$ cat src/rtl/i2c_slave_regport.sv
// I2C target at a fixed 7-bit address. It decodes START/STOP, the address,
// register-pointer and data bytes, and maps bus transfers onto a byte-wide
// register port. SDA uses the open-drain o/oen pad style.
module i2c_slave_regport #(
    parameter logic [6:0] SLAVE_ADDR = 7'h20,
    parameter int         REG_AW     = 8,
    parameter int         FILT       = 3
) (
    input  logic              clk,
    input  logic              rst,
    input  logic              scl_i,
    input  logic              sda_i,
    output logic              sda_o,
    output logic              sda_oen,
    output logic [REG_AW-1:0] reg_addr,
    output logic [7:0]        reg_wdata,
    output logic              reg_wr,
    output logic              reg_rd,
    input  logic [7:0]        reg_rdata,
    output logic              busy
);

    localparam int CW = (FILT > 1) ? $clog2(FILT) : 1;

    typedef enum logic [3:0] {
        IDLE, ADDR, ACK_A, PTR, ACK_P, WDAT, ACK_W, RDAT, MACK, WAIT
    } state_t;

    state_t            state, state_nx;
    logic [1:0]        scl_sync, sda_sync;
    logic              scl_f, sda_f, scl_d, sda_d;
    logic [CW-1:0]     scl_cnt, sda_cnt;
    logic [3:0]        bit_cnt, bit_cnt_nx;
    logic [7:0]        shreg, shreg_nx;
    logic [REG_AW-1:0] ptr, ptr_nx;
    logic              rw, rw_nx;
    logic              oen_nx, busy_nx, wr_nx, rd_nx;
    logic [REG_AW-1:0] addr_nx;
    logic [7:0]        wdata_nx;
    logic [7:0]        byte_in;
    logic              scl_rise, scl_fall, start_c, stop_c;

    // The pad is only ever pulled low; release/drive is done through sda_oen.
    assign sda_o = 1'b0;

    // Two-flop synchronisers on both pad inputs, preset to the idle bus level.
    always_ff @(posedge clk or posedge rst) begin
        if (rst) begin
            scl_sync <= 2'b11;
            sda_sync <= 2'b11;
        end else begin
            scl_sync <= {scl_sync[0], scl_i};
            sda_sync <= {sda_sync[0], sda_i};
        end
    end

    // SCL glitch filter: follow the input only after FILT agreeing samples.
    always_ff @(posedge clk or posedge rst) begin
        if (rst) begin
            scl_f   <= 1'b1;
            scl_cnt <= '0;
        end else if (scl_sync[1] == scl_f) begin
            scl_cnt <= '0;
        end else if (scl_cnt == CW'(FILT - 1)) begin
            scl_f   <= scl_sync[1];
            scl_cnt <= '0;
        end else begin
            scl_cnt <= scl_cnt + CW'(1);
        end
    end

    // SDA glitch filter, same rule as SCL.
    always_ff @(posedge clk or posedge rst) begin
        if (rst) begin
            sda_f   <= 1'b1;
            sda_cnt <= '0;
        end else if (sda_sync[1] == sda_f) begin
            sda_cnt <= '0;
        end else if (sda_cnt == CW'(FILT - 1)) begin
            sda_f   <= sda_sync[1];
            sda_cnt <= '0;
        end else begin
            sda_cnt <= sda_cnt + CW'(1);
        end
    end

    // Delayed filtered lines for edge detection.
    always_ff @(posedge clk or posedge rst) begin
        if (rst) begin
            scl_d <= 1'b1;
            sda_d <= 1'b1;
        end else begin
            scl_d <= scl_f;
            sda_d <= sda_f;
        end
    end

    assign scl_rise = scl_f & ~scl_d;
    assign scl_fall = ~scl_f & scl_d;
    // SCL must be high both before and after the SDA edge to count as a condition.
    assign start_c  = scl_f & scl_d & sda_d & ~sda_f;
    assign stop_c   = scl_f & scl_d & ~sda_d & sda_f;
    assign byte_in  = {shreg[6:0], sda_f};

    // State and datapath registers; all outputs come straight from flops.
    always_ff @(posedge clk or posedge rst) begin
        if (rst) begin
            state     <= IDLE;
            bit_cnt   <= '0;
            shreg     <= '0;
            ptr       <= '0;
            rw        <= 1'b0;
            sda_oen   <= 1'b1;
            busy      <= 1'b0;
            reg_addr  <= '0;
            reg_wdata <= '0;
            reg_wr    <= 1'b0;
            reg_rd    <= 1'b0;
        end else begin
            state     <= state_nx;
            bit_cnt   <= bit_cnt_nx;
            shreg     <= shreg_nx;
            ptr       <= ptr_nx;
            rw        <= rw_nx;
            sda_oen   <= oen_nx;
            busy      <= busy_nx;
            reg_addr  <= addr_nx;
            reg_wdata <= wdata_nx;
            reg_wr    <= wr_nx;
            reg_rd    <= rd_nx;
        end
    end

    // Next-state and output decode; START/STOP override every state.
    always_comb begin
        state_nx   = state;
        bit_cnt_nx = bit_cnt;
        shreg_nx   = shreg;
        ptr_nx     = ptr;
        rw_nx      = rw;
        oen_nx     = sda_oen;
        busy_nx    = busy;
        addr_nx    = reg_addr;
        wdata_nx   = reg_wdata;
        wr_nx      = 1'b0;
        rd_nx      = 1'b0;

        // Read data arrives the clk after the request.
        if (reg_rd) shreg_nx = reg_rdata;
        // Auto-increment follows each write strobe by one clk.
        if (reg_wr) ptr_nx = ptr + REG_AW'(1);

        if (start_c) begin
            state_nx   = ADDR;
            bit_cnt_nx = '0;
            oen_nx     = 1'b1;
            busy_nx    = 1'b0;
        end else if (stop_c) begin
            state_nx = IDLE;
            oen_nx   = 1'b1;
            busy_nx  = 1'b0;
        end else begin
            case (state)
                ADDR: begin
                    if (scl_rise && bit_cnt != 4'd8) begin
                        shreg_nx   = byte_in;
                        bit_cnt_nx = bit_cnt + 4'd1;
                        if (bit_cnt == 4'd7) begin
                            if (shreg[6:0] == SLAVE_ADDR) begin
                                busy_nx = 1'b1;
                                rw_nx   = sda_f;
                            end else begin
                                state_nx = WAIT;
                            end
                        end
                    end else if (scl_fall && bit_cnt == 4'd8) begin
                        state_nx   = ACK_A;
                        oen_nx     = 1'b0;
                        bit_cnt_nx = '0;
                        if (rw) begin
                            rd_nx   = 1'b1;
                            addr_nx = ptr;
                        end
                    end
                end
                ACK_A: begin
                    if (scl_fall) begin
                        if (rw) begin
                            // This fall both ends the ACK and launches the data MSB.
                            state_nx   = RDAT;
                            oen_nx     = shreg[7];
                            shreg_nx   = {shreg[6:0], 1'b1};
                            bit_cnt_nx = 4'd1;
                        end else begin
                            state_nx   = PTR;
                            oen_nx     = 1'b1;
                            bit_cnt_nx = '0;
                        end
                    end
                end
                PTR: begin
                    if (scl_rise && bit_cnt != 4'd8) begin
                        shreg_nx   = byte_in;
                        bit_cnt_nx = bit_cnt + 4'd1;
                        if (bit_cnt == 4'd7) begin
                            ptr_nx  = REG_AW'(byte_in);
                            addr_nx = REG_AW'(byte_in);
                        end
                    end else if (scl_fall && bit_cnt == 4'd8) begin
                        state_nx   = ACK_P;
                        oen_nx     = 1'b0;
                        bit_cnt_nx = '0;
                    end
                end
                ACK_P: begin
                    if (scl_fall) begin
                        state_nx = WDAT;
                        oen_nx   = 1'b1;
                    end
                end
                WDAT: begin
                    if (scl_rise && bit_cnt != 4'd8) begin
                        shreg_nx   = byte_in;
                        bit_cnt_nx = bit_cnt + 4'd1;
                    end else if (scl_fall && bit_cnt == 4'd8) begin
                        state_nx   = ACK_W;
                        oen_nx     = 1'b0;
                        wr_nx      = 1'b1;
                        addr_nx    = ptr;
                        wdata_nx   = shreg;
                        bit_cnt_nx = '0;
                    end
                end
                ACK_W: begin
                    if (scl_fall) begin
                        state_nx = WDAT;
                        oen_nx   = 1'b1;
                    end
                end
                RDAT: begin
                    if (scl_fall) begin
                        if (bit_cnt == 4'd8) begin
                            state_nx   = MACK;
                            oen_nx     = 1'b1;
                            bit_cnt_nx = '0;
                        end else begin
                            oen_nx     = shreg[7];
                            shreg_nx   = {shreg[6:0], 1'b1};
                            bit_cnt_nx = bit_cnt + 4'd1;
                        end
                    end
                end
                MACK: begin
                    if (scl_rise) begin
                        if (!sda_f) begin
                            ptr_nx     = ptr + REG_AW'(1);
                            addr_nx    = ptr + REG_AW'(1);
                            rd_nx      = 1'b1;
                            state_nx   = RDAT;
                            bit_cnt_nx = '0;
                        end else begin
                            state_nx = WAIT;
                            busy_nx  = 1'b0;
                        end
                    end
                end
                WAIT:    state_nx = WAIT;
                IDLE:    state_nx = IDLE;
                default: state_nx = IDLE;
            endcase
        end
    end

endmodule
$ cat config.mk
export PLATFORM = sky130hd
export DESIGN_NAME = i2c_slave_regport
export DESIGN_NICKNAME = d
export VERILOG_FILES = /design/src/rtl/i2c_slave_regport.sv
export SDC_FILE = /design/constraint.sdc
export NUM_CORES = 1
export LEC_CHECK = 0
export BUFFER_PORTS_ARGS = -buffer_cell sky130_fd_sc_hd__buf_2
export CORE_ASPECT_RATIO = 0.5
export CORE_MARGIN = 2
export CORE_UTILIZATION = 64
export DETAILED_ROUTE_END_ITERATION = 10
export PLACE_DENSITY_LB_ADDON = 0.12
export SYNTH_ARGS = -nofsm -noshare
export SYNTH_HDL_FRONTEND = slang
export SYNTH_SLANG_ARGS = --single-unit
$ cat constraint.sdc
create_clock -name clk -period 3.1 [get_ports clk]
set_input_delay 0.775 -clock clk [delete_from_list [all_inputs] [get_ports clk]]
set_output_delay 0.775 -clock clk [all_outputs]
set_load 0.05 [all_outputs]
[Word-level counts from Yosys, hierarchy flattened]
Index checks and enable logic that the tools add are counted.
Cells by class
  $add $sub $neg: 4
  equality and inequality tests: 50
  multiplexer cells: 91
  bitwise gates (word level): 16
  reductions and logical operators: 17
Operator list (count)
  two-way mux 8 bit: 24
  two-way mux 4 bit: 25
  != test 4 bit, second input constant: 14
  case mux 4 bit (8 select lines): 1
  case mux 8 bit (4 select lines): 1
  two-way mux 1 bit: 29
  case mux 8 bit (3 select lines): 1
  AND reduction 12 bit: 2
  == test 4 x 3 -> 1 bit, second input constant: 5
  != test 2 bit, second input constant: 10
  AND reduction 6 bit: 3
  case mux 4 bit (4 select lines): 1
  case mux 8 bit (2 select lines): 1
  != test 5 bit, second input constant: 3
  == test 4 bit, second input constant: 3
  != test 3 bit, second input constant: 4
  != test 4 x 1 -> 1 bit, second input constant: 3
  NOT 1 bit: 9
  adder 8 x 1 -> 8 bit, second input constant: 1
  == test 4 x 2 -> 1 bit, second input constant: 2
  two-way mux 2 bit: 4
  nonzero test 4 bit: 2
  bitwise AND 1 bit: 7
  == test 7 x 6 -> 1 bit, second input constant: 1
  16 further kinds: 22
Word-level totals
  register bits after elaboration: 57
  input bits: 12
  output and inout bits: 21
  logic and storage cells: 197

[Logic depth before layout (Yosys ltp)]
Gate-level depths: netlist of the first run.
  word-level depth: 8
  depth in mapped cells: 8
  gate-level depth less buffers: 7

[Least setup slack after synthesis of the first run]
No wires, ideal clock.
  kind: reg-to-reg
  start: register shreg[3]
  end: register state[1]
  library setup time: 0.125 ns
  arrival time: 1.930 ns
  data required time: 2.975 ns
  path slack: 1.045 ns
  stages on the path, launching flop included: 6
  path buffers: 0
  period minus slack after synthesis: 2.055 ns
  cell sequence: dfrtp_1 -> or4_1 -> nor4b_2 -> o311ai_1 -> o311a_4 -> mux2_4
On the way
  longest elaborated chain between the ends: 3
RTL lines
  start: declaration: line 34  | logic [7:0] shreg, shreg_nx;
  start signal: assignment: line 122  | shreg <= shreg_nx;
  == test 7 x 6 -> 1 bit: line 169  | if (shreg[6:0] == SLAVE_ADDR) begin
  != test 5 bit (no line)
  AND reduction 12 bit (no line)
  end signal: assignment: line 120  | state <= state_nx;
  end: declaration: line 29  | state_t state, state_nx;
No other way between the ends.
A chain may end at the register's enable or synchronous reset.

[Worst setup path after layout of the first run]
  start: register state[1]
  end: register shreg[4]
On the way
  longest elaborated chain between the ends: 5
  elaborated cells on any way between the ends: 9
  classes of those cells: eq/ne (5); mux (3); reduce/logical (1)
RTL lines
  == test 4 x 3 -> 1 bit (tied with other cells): line 163  | case (state)
  OR reduction 3 bit (no line)
  case mux 8 bit (3 select lines) *: line 163
  two-way mux 8 bit *: line 158  | end else if (stop_c) begin
  two-way mux 8 bit *: line 153  | if (start_c) begin
  named net shreg_nx[4]: line 34
Mark *: on every way through the listed nets, which the timed path passes. The rest lies on a longest branch.

==> results.yml, run 1 <==
synthesis:
  synth-main-ff-cell: "dfrtp_1"
  synth-seq-cells: 57
  synth.net_count: 389
  synth_edf_count: 0
  synth.distinct_cells: 68
  synth_cells: 374
  ys.warnings.count: 0
  netlist_area_um2: 3510
  synth-seq-area-share: 0.4096
  synthTopCellsByArea: "dfrtp_1 (34%), dfstp_2 (6.7%), mux2_2 (5.1%), o21ai_0 (4.8%), mux2i_1 (3.4%)"
  async_reset_ff_frac: 1.000
  avgSynthCellArea_um2: 9.384
  synth_top_cell_area_share: 0.3422
  yosysTopAreaCell: "dfrtp_1"
power:
  cellLeakagePower_nw: 1.681
  ir_drop_mv: 0.4837
  power.density_nw_per_um2: 550.7
setup_path:
  crit_slowest_cell: "o21ai_0"
  critPathMaxStageDelay_ns: 1.02
  worstReg2RegStart: "state[1]"
  path_class: "reg -> reg"
  crit_chain: "nor4b_1, a22oi_1, o21ai_0, o21ai_0"
  path_buf_inv: 0
  crit_top_cell: "o21ai_0"
  ff2ff_setup_slack_ns: 0.34
  startpoint_type: "flip-flop"
  rr_worst_depth: 4
  cp-end-kind: "flip-flop"
  crit_family: "compound AO/OA/AOI/OAI gates"
  r2r-end: "shreg[4]"
  critPathMaxFanout: 18
  arrival_ns: 2.94
  crit_required_ns: 3.28
  cp-startpoint: "state[1]"
worst_hold_path:
  hold_end: "scl_sync[1]"
  whs_path_depth: 0
  hp-start: "scl_sync[0]"
  hold_class: "reg -> reg"
detailed_routing:
  vias: 3072
  dr.pass1.iters: 5
  route.antenna.remaining_nets: 0
  wl_mm: 8.676
  vias_per_cell: 6.578
  drc: 0
  wl_per_cell_um: 18.58
  drt_iter0_markers: 358
placement:
  place_area_um2: 3662
  place_ws_ns: 0.3873
  post-dp-hpwl_mm: 6.168
  gp_congestion: 1.012
  io_buffer_count: 31
clock_tree:
  cts_buffers: 9
  post_cts_buffers: 0
  clk_latency_ns: 0.36
  cts_root_buf: "clkbuf_8"
  htree_levels: 3
  cts.repair.resized: 0
  ctsLongestPathBuffers: 2
  cts_sinks: 57
  cts_tree: "done"
  cts_hold_buf: 0
  clkSlewWorstSetupHoldPaths_ns: 0.07
sta:
  setup-violations-final: 0
  setup_ws_ns: 0.3398
  finClkSkew_ns: 0.01414
  tightest_slew_ns: 1.280
  hold_slack_ns: 0.3598
  hold_viol_final: 0
  max_freq_ghz: 0.3623
  finalMaxSlewViolations: 0
  tns_ns: 0
  slew-limit-headroom: 0.1378
  period_needed_ns: 2.760
  rsz0062_at_grt: "no"
  period_share: 0.8904
final_layout:
  syn_to_final_growth_pct: 9.269
  drive_gt1_frac: 0.2217
  final_util: 0.7501
  nets: 407
  stdcell_area_um2: 3835
  antenna_cells: 0
run_status:
  outcome: "finished clean"
global_route:
  grt_remaining_overflow: 0
  grt_pass1_vias: 2917
  antenna_found_initial: 0
  grt_pass1_wl_mm: 14.46
  grt_max_degree: 35
  track_usage: 0.3098
floorplanning:
  die_area_um2: 6128
  core_um2: 5112
  placementRows: 18
  die_h_um: 56.37
  io_pins: 33
  start_util: 0.6865
  die_width_um: 108.7
run:
  drv_cap: 0
## cell usage after synthesis (all sizes together) (4+ instances only)
master	count
a211oi	4
a21oi	9
a22oi	4
a31oi	5
and3	4
buf	12
clkbuf	17
dfrtp	48
dfstp	9
inv	17
mux2	17
mux2i	12
nand2	32
nand2b	4
nand3	12
nand4	5
nor2	17
nor2b	4
nor3	12
nor4	4
nor4b	4
o211ai	9
o21ai	34
o22ai	5
o31ai	6
xnor2	9
xor2	5
## worst reg2reg max path, cell delays in order, from the launching register on
cell     delay, ns
dfrtp_1       0.70
nor4b_1       0.45
a22oi_1       0.15
o21ai_0       1.02
o21ai_0       0.26
## logic make-up after synthesis
logic type | synth area share
XOR/XNOR | 0.03494
multiplexers | 0.08984
flip-flops | 0.4096
AO/OA/AOI/OAI | 0.2175
adder cells (fa/ha/maj) | 0.01070
other | 0.001068
buffers and inverters | 0.05454
AND/OR/NAND/NOR | 0.1818
## per-layer routing
metal | share of wire | vias up | track usage | wire, um
li1 | - | 1434 | - | -
met1 | 0.45 | 1475 | 0.4174 | 3893
met2 | 0.46 | 139 | 0.4679 | 3995
met3 | 0.069 | 24 | 0.08943 | 596
met4 | 0.022 | 0 | 0.1319 | 191
met5 | 0 | - | 0 | 0
## power breakdown
part / internal [mW] / switching, mW / total, mW
Combinational: 0.171 / 0.284 / 0.455
Sequential: 0.861 / 0.182 / 1.04
Clock: 0.308 / 0.306 / 0.614
## through the flow
stage | total power, mW | cells
2_1_floorplan | 1.337 | 374
3_3_place_gp | 1.477 | 451
3_5_place_dp | 1.498 | 451
4_1_cts | 2.113 | 467
5_1_grt | 2.218 | 467
6_report | 2.112 | 467
## worst max path at each step
stage                   to  slack, ns  cells after the start
6_report          shreg[4]       0.34                      4
4_1_cts           shreg[4]       0.38                      4
2_1_floorplan   bit_cnt[0]       0.94                      1
3_3_place_gp   reg_addr[1]       0.59                      4
3_5_place_dp      shreg[7]       0.39                      4
5_1_grt           shreg[3]       0.06                      4
## sequential cells by signal, summed over array words and instances (netlist names), 2 cells and up
register and count:
reg_wdata 8, shreg 8, reg_addr 8, sda_cnt 2
state 4, sda_sync 2, ptr 8, bit_cnt 4
scl_cnt 2, scl_sync 2
## cell type report
cell class	instances	area (um^2)
multi-input combinational	271	1881
sequential	57	1438
fill	374	1277
timing repair buffer	36	192.7
clock buffer	11	141.4
tap	70	87.58
inverter	17	63.81
clock inverter	5	31.28
## cell usage in the layout, fill, tap and decap left out, types with 3 or more instances in the layout
| cell type | netlist | layout |
|---|---|---|
| dfrtp_1 | 48 | 48 |
| o21ai_0 | 34 | 34 |
| nand2_1 | 32 | 32 |
| buf_2 | 9 | 31 |
| nor2_1 | 17 | 17 |
| inv_1 | 17 | 16 |
| mux2_2 | 16 | 16 |
| nand3_1 | 12 | 12 |
| mux2i_1 | 12 | 12 |
| nor3_1 | 11 | 11 |
| clkbuf_8 | 0 | 10 |
| xnor2_1 | 9 | 9 |
| a21oi_1 | 9 | 9 |
| dfstp_2 | 9 | 9 |
| o211ai_1 | 8 | 8 |
| o31ai_1 | 6 | 6 |
| xor2_1 | 5 | 5 |
| a31oi_1 | 5 | 5 |
| o22ai_1 | 5 | 5 |
| nand4_1 | 5 | 5 |
| buf_4 | 2 | 5 |
| nand2b_1 | 4 | 4 |
| nor2b_1 | 4 | 4 |
| a211oi_1 | 4 | 4 |
| and3_1 | 4 | 4 |
| nor4_1 | 4 | 4 |
| a22oi_1 | 4 | 4 |
| nand3b_1 | 3 | 3 |
| nor3b_1 | 3 | 3 |
| a21o_1 | 3 | 3 |
| a221o_1 | 3 | 3 |
| a32o_1 | 3 | 3 |
| ha_1 | 3 | 3 |
| clkinv_2 | 0 | 3 |
Power figures use the tool's default switching activity.
==> run 2, diff against run 1 <==
--- a/config.mk
+++ b/config.mk
@@ -7,7 +7,6 @@
 export LEC_CHECK = 0
 export BUFFER_PORTS_ARGS = -buffer_cell sky130_fd_sc_hd__buf_2
 export CORE_ASPECT_RATIO = 0.5
-export CORE_MARGIN = 2
 export CORE_UTILIZATION = 64
 export DETAILED_ROUTE_END_ITERATION = 10
 export PLACE_DENSITY_LB_ADDON = 0.12
==> results.yml, run 2 (same netlist as run 1, synthesis figures left out) <==
clock_tree:
  post_cts_buffers: 0
  htree_levels: 3
  cts_sinks: 57
  cts.repair.resized: 0
  clkSlewWorstSetupHoldPaths_ns: 0.07
  ctsLongestPathBuffers: 2
  cts_tree: "done"
  cts_root_buf: "clkbuf_8"
  cts_hold_buf: 0
  cts_buffers: 9
  clk_latency_ns: 0.34
final_layout:
  drive_gt1_frac: 0.2242
  antenna_cells: 0
  nets: 407
  syn_to_final_growth_pct: 9.911
  final_util: 0.7579
  layout_commonest_cell: "dfrtp_1"
  final_cell_mix: "dfrtp_1 (48), o21ai_0 (34), nand2_1 (32)"
detailed_routing:
  vias_per_cell: 6.537
  vias: 3053
  dr.pass1.iters: 6
  route.antenna.remaining_nets: 0
  drt_iter0_markers: 267
  drc: 0
  wl_per_cell_um: 17.77
  wl_mm: 8.298
global_route:
  grt_pass1_vias: 2764
  grt_pass1_wl_mm: 13.44
  grt_remaining_overflow: 0
  antenna_found_initial: 0
  grt_max_degree: 32
  track_usage: 0.3098
power:
  ir_drop_mv: 0.5910
  p_total_mw: 2.165
  cellLeakagePower_nw: 1.683
  power.density_nw_per_um2: 561.3
sta:
  finalMaxSlewViolations: 0
  rsz0062_at_grt: "no"
  period_needed_ns: 2.791
  tightest_slew_ns: 1.235
  max_freq_ghz: 0.3583
  finClkSkew_ns: 0.008381
  setup-violations-final: 0
  slew-limit-headroom: 0.1683
  period_share: 0.9004
  tns_ns: 0
  hold_viol_final: 0
setup_path:
  critPathMaxFanout: 20
  path_class: "reg -> reg"
  cp-end-kind: "flip-flop"
  crit_required_ns: 3.26
  ff2ff_setup_slack_ns: 0.31
  startpoint_type: "flip-flop"
  arrival_ns: 2.95
floorplanning:
  die_width_um: 106.7
  die_area_um2: 5802
  die_h_um: 54.37
  placementRows: 18
  core_um2: 5090
  start_util: 0.6895
  io_pins: 33
run:
  drv_cap: 0
placement:
  io_buffer_count: 31
  gp_congestion: 0.9266
  post-dp-hpwl_mm: 5.869
worst_hold_path:
  hold_class: "reg -> reg"
run_status:
  outcome: "finished clean"
## run 2: path summary, 6_finish.rpt
kind / cells past startpoint / from / to
setup / recovery: 4 / state[0] / shreg[7]
hold / removal: 0 / sda_sync[0] / sda_sync[1]
setup reg to reg: 4 / state[0] / shreg[7]
hold reg to reg: 0 / sda_sync[0] / sda_sync[1]
max in group asynchronous: 3 / rst / sda_oen
min in group asynchronous: 3 / rst / state[3]
## run 2: critical path, stage by stage (launching register included)
cell     delay (ns)
dfrtp_1        0.60
nor4b_1        0.60
a22oi_1        0.15
o21ai_0        0.99
o21ai_0        0.27
## run 2: metrics by stage
| stage | cells | cell area, um^2 | setup slack (ns) | hold slack [ns] |
|---|---|---|---|---|
| after floorplan | 374 | 3510 | 0.9403 | 0.3452 |
| after global placement | 451 | 3662 | 0.6167 | 0.3497 |
| after detailed placement | 451 | 3662 | 0.4405 | 0.3500 |
| after CTS | 467 | 3857 | 0.3806 | 0.3618 |
| after global routing | 467 | 3857 | 0.07866 | 0.3636 |
| final | 467 | 3857 | 0.3087 | 0.3608 |
## run 2: where the power goes
group | switching (mW) | internal (mW) | total [mW]
combinational | 0.282 | 0.171 | 0.454
clock | 0.314 | 0.369 | 0.682
sequential | 0.168 | 0.861 | 1.03
## run 2: area by class of cell
type | instances | area [um^2]
fill | 366 | 1232
clock inverter | 7 | 71.32
multi-input combinational | 271 | 1881
tap | 70 | 87.58
timing repair buffer | 36 | 192.7
clock buffer | 9 | 123.9
sequential | 57 | 1438
inverter | 17 | 63.81
## run 2: per-layer routing
metal,vias up,wire (um),global-route usage
met5,-,0,0
met4,0,99,0.1005
met3,17,676,0.08095
met2,145,3845,0.5065
met1,1460,3677,0.4126
li1,1431,-,-
